$ cat src/rtl/nes_clken_gen_pkg.sv
// nes_clken_gen_pkg: shared FSM encoding, default parameters and helpers for the clock-enable generator.
package nes_clken_gen_pkg;

  typedef enum logic [1:0] {
    ST_IDLE   = 2'd0,
    ST_SETTLE = 2'd1,
    ST_HOLD   = 2'd2,
    ST_RUN    = 2'd3
  } state_e;

  localparam int DEF_NUM_CH      = 2;
  localparam int DEF_ACC_WIDTH   = 24;
  localparam int DEF_LOCK_CYCLES = 16;
  localparam int DEF_RST_HOLD    = 8;

  function automatic int max_int(input int a, input int b);
    return (a > b) ? a : b;
  endfunction

endpackage

$ cat src/rtl/nes_clken_gen_phase_acc.sv
// nes_phase_acc: one phase-accumulator channel producing a registered carry strobe and MSB level.
module nes_phase_acc #(
  parameter int                   ACC_WIDTH = 24,
  parameter logic [ACC_WIDTH-1:0] INIT_INC  = '0
) (
  input  logic                 clk,
  input  logic                 rst_n,
  input  logic                 en_i,
  input  logic                 wr_i,
  input  logic [ACC_WIDTH-1:0] inc_i,
  input  logic [ACC_WIDTH-1:0] phase_i,
  output logic                 carry_o,
  output logic                 lvl_o
);
  logic [ACC_WIDTH-1:0] acc_q, inc_q;
  logic                 carry_q, lvl_q;
  logic [ACC_WIDTH:0]   sum;

  assign sum = {1'b0, acc_q} + {1'b0, inc_q};

  // A configuration write overrides the add, so an overflow on that cycle is dropped.
  always_ff @(posedge clk or negedge rst_n) begin
    if (!rst_n) begin
      acc_q   <= '0;
      inc_q   <= INIT_INC;
      carry_q <= 1'b0;
      lvl_q   <= 1'b0;
    end else begin
      if (wr_i) begin
        acc_q <= phase_i;
        inc_q <= inc_i;
      end else if (en_i) begin
        acc_q <= sum[ACC_WIDTH-1:0];
      end
      carry_q <= en_i & ~wr_i & sum[ACC_WIDTH];
      if (en_i) lvl_q <= acc_q[ACC_WIDTH-1];
    end
  end

  assign carry_o = carry_q;
  assign lvl_o   = lvl_q;
endmodule

$ cat src/rtl/nes_clken_gen.sv
// nes_clken_gen: multi-channel phase-accumulator clock-enable generator with lock and downstream reset sequencing.
module nes_clken_gen
  import nes_clken_gen_pkg::*;
#(
  parameter int                   NUM_CH      = DEF_NUM_CH,
  parameter int                   ACC_WIDTH   = DEF_ACC_WIDTH,
  parameter int                   LOCK_CYCLES = DEF_LOCK_CYCLES,
  parameter int                   RST_HOLD    = DEF_RST_HOLD,
  parameter logic [ACC_WIDTH-1:0] INIT_INC    = '0,
  localparam int                  CH_W        = $clog2(NUM_CH + 1)
) (
  input  logic                 clk,
  input  logic                 rst_n,
  input  logic                 cfg_wr,
  input  logic [CH_W-1:0]      cfg_ch,
  input  logic [ACC_WIDTH-1:0] cfg_inc,
  input  logic [ACC_WIDTH-1:0] cfg_phase,
  input  logic [NUM_CH-1:0]    ch_en,
  output logic [NUM_CH-1:0]    ce_out,
  output logic [NUM_CH-1:0]    clk_lvl,
  output logic                 locked,
  output logic                 out_rst_n
);
  localparam int              CNT_W     = $clog2(max_int(LOCK_CYCLES, RST_HOLD) + 1);
  localparam logic [CNT_W-1:0] LOCK_LAST = CNT_W'(LOCK_CYCLES - 1);
  localparam logic [CNT_W-1:0] HOLD_LAST = CNT_W'(RST_HOLD - 1);

  state_e             state_q;
  logic [CNT_W-1:0]   cnt_q;
  logic               locked_q, out_rst_n_q;
  logic               cfg_ok;
  logic [NUM_CH-1:0]  carry;

  // cfg_ch carries one spare code so out-of-range writes can be expressed and discarded.
  assign cfg_ok = cfg_wr && (cfg_ch < CH_W'(NUM_CH));

  always_ff @(posedge clk or negedge rst_n) begin
    if (!rst_n) begin
      state_q     <= ST_IDLE;
      cnt_q       <= '0;
      locked_q    <= 1'b0;
      out_rst_n_q <= 1'b0;
    end else if (cfg_ok) begin
      state_q     <= ST_SETTLE;
      cnt_q       <= '0;
      locked_q    <= 1'b0;
      out_rst_n_q <= 1'b0;
    end else begin
      unique case (state_q)
        ST_IDLE: begin
          state_q <= ST_SETTLE;
          cnt_q   <= '0;
        end
        ST_SETTLE: begin
          if (cnt_q == LOCK_LAST) begin
            state_q  <= ST_HOLD;
            cnt_q    <= '0;
            locked_q <= 1'b1;
          end else begin
            cnt_q <= cnt_q + CNT_W'(1);
          end
        end
        ST_HOLD: begin
          if (cnt_q == HOLD_LAST) begin
            state_q     <= ST_RUN;
            out_rst_n_q <= 1'b1;
          end else begin
            cnt_q <= cnt_q + CNT_W'(1);
          end
        end
        ST_RUN: state_q <= ST_RUN;
        default: state_q <= ST_IDLE;
      endcase
    end
  end

  for (genvar i = 0; i < NUM_CH; i++) begin : g_ch
    nes_phase_acc #(
      .ACC_WIDTH (ACC_WIDTH),
      .INIT_INC  (INIT_INC)
    ) u_acc (
      .clk     (clk),
      .rst_n   (rst_n),
      .en_i    (ch_en[i]),
      .wr_i    (cfg_ok && (cfg_ch == CH_W'(i))),
      .inc_i   (cfg_inc),
      .phase_i (cfg_phase),
      .carry_o (carry[i]),
      .lvl_o   (clk_lvl[i])
    );
  end

  assign ce_out    = carry & {NUM_CH{locked_q}};
  assign locked    = locked_q;
  assign out_rst_n = out_rst_n_q;
endmodule

$ cat config.mk
export PLATFORM = sky130hd
export DESIGN_NAME = nes_clken_gen
export DESIGN_NICKNAME = d
export VERILOG_FILES = /design/src/rtl/nes_clken_gen_pkg.sv /design/src/rtl/nes_clken_gen_phase_acc.sv /design/src/rtl/nes_clken_gen.sv
export SDC_FILE = /design/constraint.sdc
export NUM_CORES = 1
export LEC_CHECK = 0
export ABC_AREA = 0
export CELL_PAD_IN_SITES_DETAIL_PLACEMENT = 1
export CELL_PAD_IN_SITES_GLOBAL_PLACEMENT = 1
export CORE_ASPECT_RATIO = 1.2
export CORE_UTILIZATION = 48
export CTS_CLUSTER_DIAMETER = 120
export DETAILED_ROUTE_END_ITERATION = 8
export PLACE_DENSITY_LB_ADDON = 0.1
export SYNTH_ARGS = -nofsm -noshare
export SYNTH_HDL_FRONTEND = slang
export SYNTH_SLANG_ARGS = --single-unit
export TNS_END_PERCENT = 100
$ cat constraint.sdc
create_clock -name clk -period 4.64 [get_ports clk]
set_input_delay 0.928 -clock clk [delete_from_list [all_inputs] [get_ports clk]]
set_output_delay 0.928 -clock clk [all_outputs]
set_load 0.01 [all_outputs]
* Yosys cells after proc, flatten, opt, wreduce, memory -nomap -nowiden
Index checks and enable logic that the tools add are counted.
** Word-level totals
- Flip-flop bits (word level) :: 109
- Input bits :: 55
- Output and inout port bits :: 6
- Word-level logic and storage cells :: 66
** Operators by class
- Add/subtract/negate cells :: 3
- $lt $le $gt $ge :: 1
- Eq/ne operators :: 9
- Muxes and demuxes :: 18
- Bitwise gates (word level) :: 7
- Reductions and logical operators :: 16
** Operators by type and width (count)
- $mux 24 :: 4
- $add 24x24->25 :: 2
- $mux 5 :: 3
- $pmux 5 s3 :: 1
- $reduce_bool 2->1 :: 6
- $ne 3x3->1 const B :: 3
- $pmux 2 s4 :: 1
- $reduce_and 2->1 :: 4
- $mux 1 :: 6
- $mux 2 :: 3
- $add 5x1->5 const B :: 1
- $eq 5x3->1 const B :: 1
- $eq 5x4->1 const B :: 1
- $and 1x1->1 :: 4
- $eq 2x1->1 const B :: 2
- $eq 2x2->1 const B :: 2
- $logic_not 2->1 :: 2
- $reduce_bool 4->1 :: 1
- $logic_and 1x1->1 :: 3
- $and 2x2->2 :: 1
- $lt 2x2->1 const B :: 1
- $not 1->1 :: 2

* Depth between registers and ports, before layout
- Word-level depth :: 6
- Depth in mapped cells :: 11
- Mapped depth without buffers :: 11

* Hierarchy
From an unflattened synthesis, not the netlist that was laid out.
** Unflattened totals
- Cell total of the unflattened synthesis :: 693
- Area total of the unflattened synthesis :: 6964.2 µm²
** Modules (own cells, without submodules)
- nes_phase_acc (g_ch[1].u_acc) :: times used 1, cells each 328, area each 3244.4 µm², seq. area each 1251.2 µm²
- nes_phase_acc (g_ch[0].u_acc) :: times used 1, cells each 303, area each 3113.0 µm², seq. area each 1251.2 µm²
- nes_clken_gen :: times used 1, cells each 62, area each 606.8 µm², seq. area each 225.2 µm²

* Worst setup path before layout
No wires, ideal clock.
- Path kind :: register to register
- Start :: register g_ch[1].u_acc.inc_q[0]
- End :: register g_ch[1].u_acc.acc_q[20]
- Setup time :: 0.126 ns
- Arrival :: 2.329 ns
- Data required time :: 4.514 ns
- Slack :: 2.185 ns
- Cell stages (with the launch flop) :: 12
- Path buffers :: 0
- Clock period less this slack :: 2.455 ns
- Cells stage by stage :: dfrtp_1 ha_1 inv_1 fa_1 nor2b_1 o21ai_0 a21boi_0 o21bai_1 a31o_2 o31ai_1 xnor2_1 a21oi_1
** On the way
- Word-level cells in the longest chain between the ends :: 3
** Ends and longest elaborated chain
- start: declaration :: RTL line nes_clken_gen_phase_acc.sv:15 : logic [ACC_WIDTH-1:0] acc_q, inc_q;
- start signal: assignment :: RTL line nes_clken_gen_phase_acc.sv:31 : inc_q <= inc_i;
- $add 24x24->25 :: RTL line nes_clken_gen_phase_acc.sv:19 : assign sum = {1'b0, acc_q} + {1'b0, inc_q};
- $mux 24 :: RTL line nes_clken_gen_phase_acc.sv:32 : end else if (en_i) begin
- $mux 24 :: RTL line nes_clken_gen_phase_acc.sv:29 : if (wr_i) begin
- end signal: assignment :: RTL line nes_clken_gen_phase_acc.sv:30 : acc_q <= phase_i;
- end signal: assignment :: RTL line nes_clken_gen_phase_acc.sv:33 : acc_q <= sum[ACC_WIDTH-1:0];
- end: declaration :: RTL line nes_clken_gen_phase_acc.sv:15
Every way passes these cells. The select of a mux whose other input is x is not followed.
A chain may end at the register's enable or synchronous reset.

* Final worst setup path
Ends and elaborated chain as after synthesis.

==> metrics <==
status completed; Max Clk Rate 337 MHz; final setup vio count 0; final core utilization 56.3%; pin count of the biggest net entering global routing 62; worst vdd ir 275 µV; ys async rst share 100%; critical path data required time 4.88 ns; die area 15300 µm²; RD Place Congestion 0.870; static leakage 3.80 nW; initial antenna violation count 1; total design power 4.92 mW; yosys warns 0; Post-Route WL 20.4 mm; post-CTS resize count 0; WL/cell 19.4 µm; fin worst setup slack 1.67 ns; number of global-route vias before repair 6579; worst clock skew 0.00803 ns; Top Ports 61; DP Worst Slack 1.32 ns; final hold violation count 0; crit path launch type flip-flop; count of cell types in the netlist 56; FF/Latch Area 2730 µm²; EDFF count, synth 0; footprint of the multi-input gates 4110 µm²; ys flop type dfrtp_1; die height 135 µm; # port buffers 60; # rows 48; Initial DRC Count 333; DRC viols 0; Cell Area, Synth 7100 µm²; max-slew violations 0; WS Path Type flip-flop to flip-flop; RSZ-0062 raised after global routing false; nets 984; Initial Util 49.3%; total core area 14400 µm²; number of buffers created by CTS 9; # hold bufs at CTS 0; HPWL after DPL 15.6 mm; global-route wire length before repair 33.8 mm; global route overflow 0; CTS Sinks 109; Syn Area/Cell 8.54 µm²; drt first pass iters 4; Min-Delay Path Class flip-flop to flip-flop; die width 113 µm; vias per cell 5.80; clk buf depth 2; area grow syn2layout 14.3%; # H-tree levels 3; DRT antenna net count 0; Rel. slew slack 29.9%; number of fill cells 1723; crit path time final 2.97 ns; root buf cell clkbuf_16; Clock Latency Late Sink 0.36 ns; CP Max Fanout 7; GRT Resource Usage Total 28.3%; Final period util 63.9%; register area share after synthesis 38.4%; Min Hold Slack 0.490 ns; Slew @ Worst Pin 1.05 ns; Total Neg Setup Slack 0 ns; TritonCTS clock tree done; CP Capture Type flip-flop; Reg clk slew, reported paths 0.08 ns; # Post-CTS Setup Buffers 0; vias post-DR 6104; Synth Register Bits 109; share of layout cells above drive strength 1 5.37%; cell count after synthesis 832; CP arrival 3.21 ns; number of max-cap violations 0; net count after synthesis 945; pwr/cell area 606 nW/µm²
[flip-flops by register name, summed over array words and instances (netlist names)]
name                count
cnt_q                   5
g_ch.u_acc.acc_q       48
g_ch.u_acc.carry_o      2
g_ch.u_acc.inc_q       48
g_ch.u_acc.lvl_o        2
locked                  1
out_rst_n               1
state_q                 2
[cell usage in the layout (no fill, tap or decap), types with 6 or more instances in the layout]
| cell type | count |
|---|---|
| a21o_1 | 23 |
| a21oi_1 | 64 |
| a31oi_1 | 7 |
| buf_4 | 11 |
| clkbuf_16 | 9 |
| clkdlybuf4s50_1 | 59 |
| dfrtp_1 | 109 |
| ha_1 | 56 |
| inv_1 | 26 |
| mux2_2 | 6 |
| mux2i_1 | 24 |
| nand2_1 | 197 |
| nand2b_1 | 6 |
| nand3_1 | 9 |
| nand4_1 | 13 |
| nor2_1 | 37 |
| nor2b_1 | 7 |
| nor3_1 | 6 |
| nor3b_1 | 14 |
| o21a_1 | 7 |
| o21ai_0 | 70 |
| o21bai_1 | 7 |
| or3_1 | 7 |
| xnor2_1 | 23 |
| xor2_1 | 12 |
[path summary, 6_finish.rpt]
check / from / to / slack, ns / cells after the start
worst max-delay path: g_ch[1].u_acc.inc_q[0]$_DFFE_PN0P_ / g_ch[1].u_acc.acc_q[20]$_DFFE_PN0P_ / 1.67 / 11
worst min-delay path: g_ch[0].u_acc.inc_q[16]$_DFFE_PN0P_ / g_ch[0].u_acc.inc_q[16]$_DFFE_PN0P_ / 0.49 / 2
worst max register to register: g_ch[1].u_acc.inc_q[0]$_DFFE_PN0P_ / g_ch[1].u_acc.acc_q[20]$_DFFE_PN0P_ / 1.67 / 11
worst min register to register: g_ch[0].u_acc.inc_q[16]$_DFFE_PN0P_ / g_ch[0].u_acc.inc_q[16]$_DFFE_PN0P_ / 0.49 / 2
max in group asynchronous: rst_n / g_ch[1].u_acc.acc_q[18]$_DFFE_PN0P_ / 3.12 / 2
min in group asynchronous: rst_n / g_ch[0].u_acc.acc_q[1]$_DFFE_PN0P_ / 0.63 / 1
[final cells by class]
cell class              instances  share of cell area, %
well taps                     175                   2.70
multi-input cells             655                   50.7
clock inverters                 6                  0.570
flip-flops and latches        109                   33.6
inverters                      26                   1.20
repair buffers                 70                   8.29
diodes                          1                 0.0308
clock buffers                  10                   2.94
[synthesized netlist by cell type, types with 12 or more instances]
| library cell | n | share of area, % |
|---|---|---|
| nor2_1 | 38 | 2.0 |
| nand4_1 | 13 | 1.1 |
| inv_1 | 26 | 1.4 |
| a21oi_1 | 64 | 4.5 |
| nor3b_1 | 14 | 1.5 |
| dfrtp_1 | 109 | 38 |
| nand2_1 | 197 | 10 |
| a21o_1 | 23 | 2.4 |
| xnor2_1 | 23 | 2.8 |
| ha_1 | 56 | 9.9 |
| xor2_1 | 12 | 1.5 |
| o21ai_0 | 70 | 4.9 |
| clkbuf_1 | 31 | 1.6 |
| mux2i_1 | 24 | 3.4 |
[stage by stage]
stage,cells,instance area [µm²]
2_1_floorplan,832,7100
3_3_place_gp,1035,7830
3_5_place_dp,1035,7830
4_1_cts,1051,8120
5_1_grt,1052,8120
6_report,1052,8120
[routing by layer]
| layer | GRT usage, % | routed length, µm |
|---|---|---|
| met1 | 38.1 | 9670 |
| met2 | 47.9 | 10000 |
| met3 | 2.37 | 358 |
| met4 | 10.2 | 388 |
| met5 | 0 | 0 |
[kinds of logic after synthesis]
kind of cell	Yosys count	share of synthesized area (%)
simple gates	310	19.1
compound gates	222	19.6
flops	109	38.4
buf+inv	68	3.84
fa+ha+maj	58	10.4
xor+xnor	35	4.31
mux	30	4.33
[worst max-delay path, stage by stage (launching register included)]
cell	delay, ns
dfrtp_1	0.36
ha_1	0.20
inv_1	0.06
fa_1	0.41
nor2b_1	0.13
o21ai_0	0.10
a21boi_0	0.39
o21bai_1	0.18
a31o_2	0.33
o31ai_1	0.41
xnor2_1	0.17
a21oi_1	0.09
[report_power, final]
| group | leakage [nW] | internal [mW] | switching (mW) |
|---|---|---|---|
| combinational | 2.33 | 1.15 | 1.53 |
| clock | 0.141 | 0.385 | 0.384 |
| sequential | 1.34 | 1.26 | 0.204 |
| total | 3.80 | 2.80 | 2.12 |
Power figures use the tool's default switching activity.
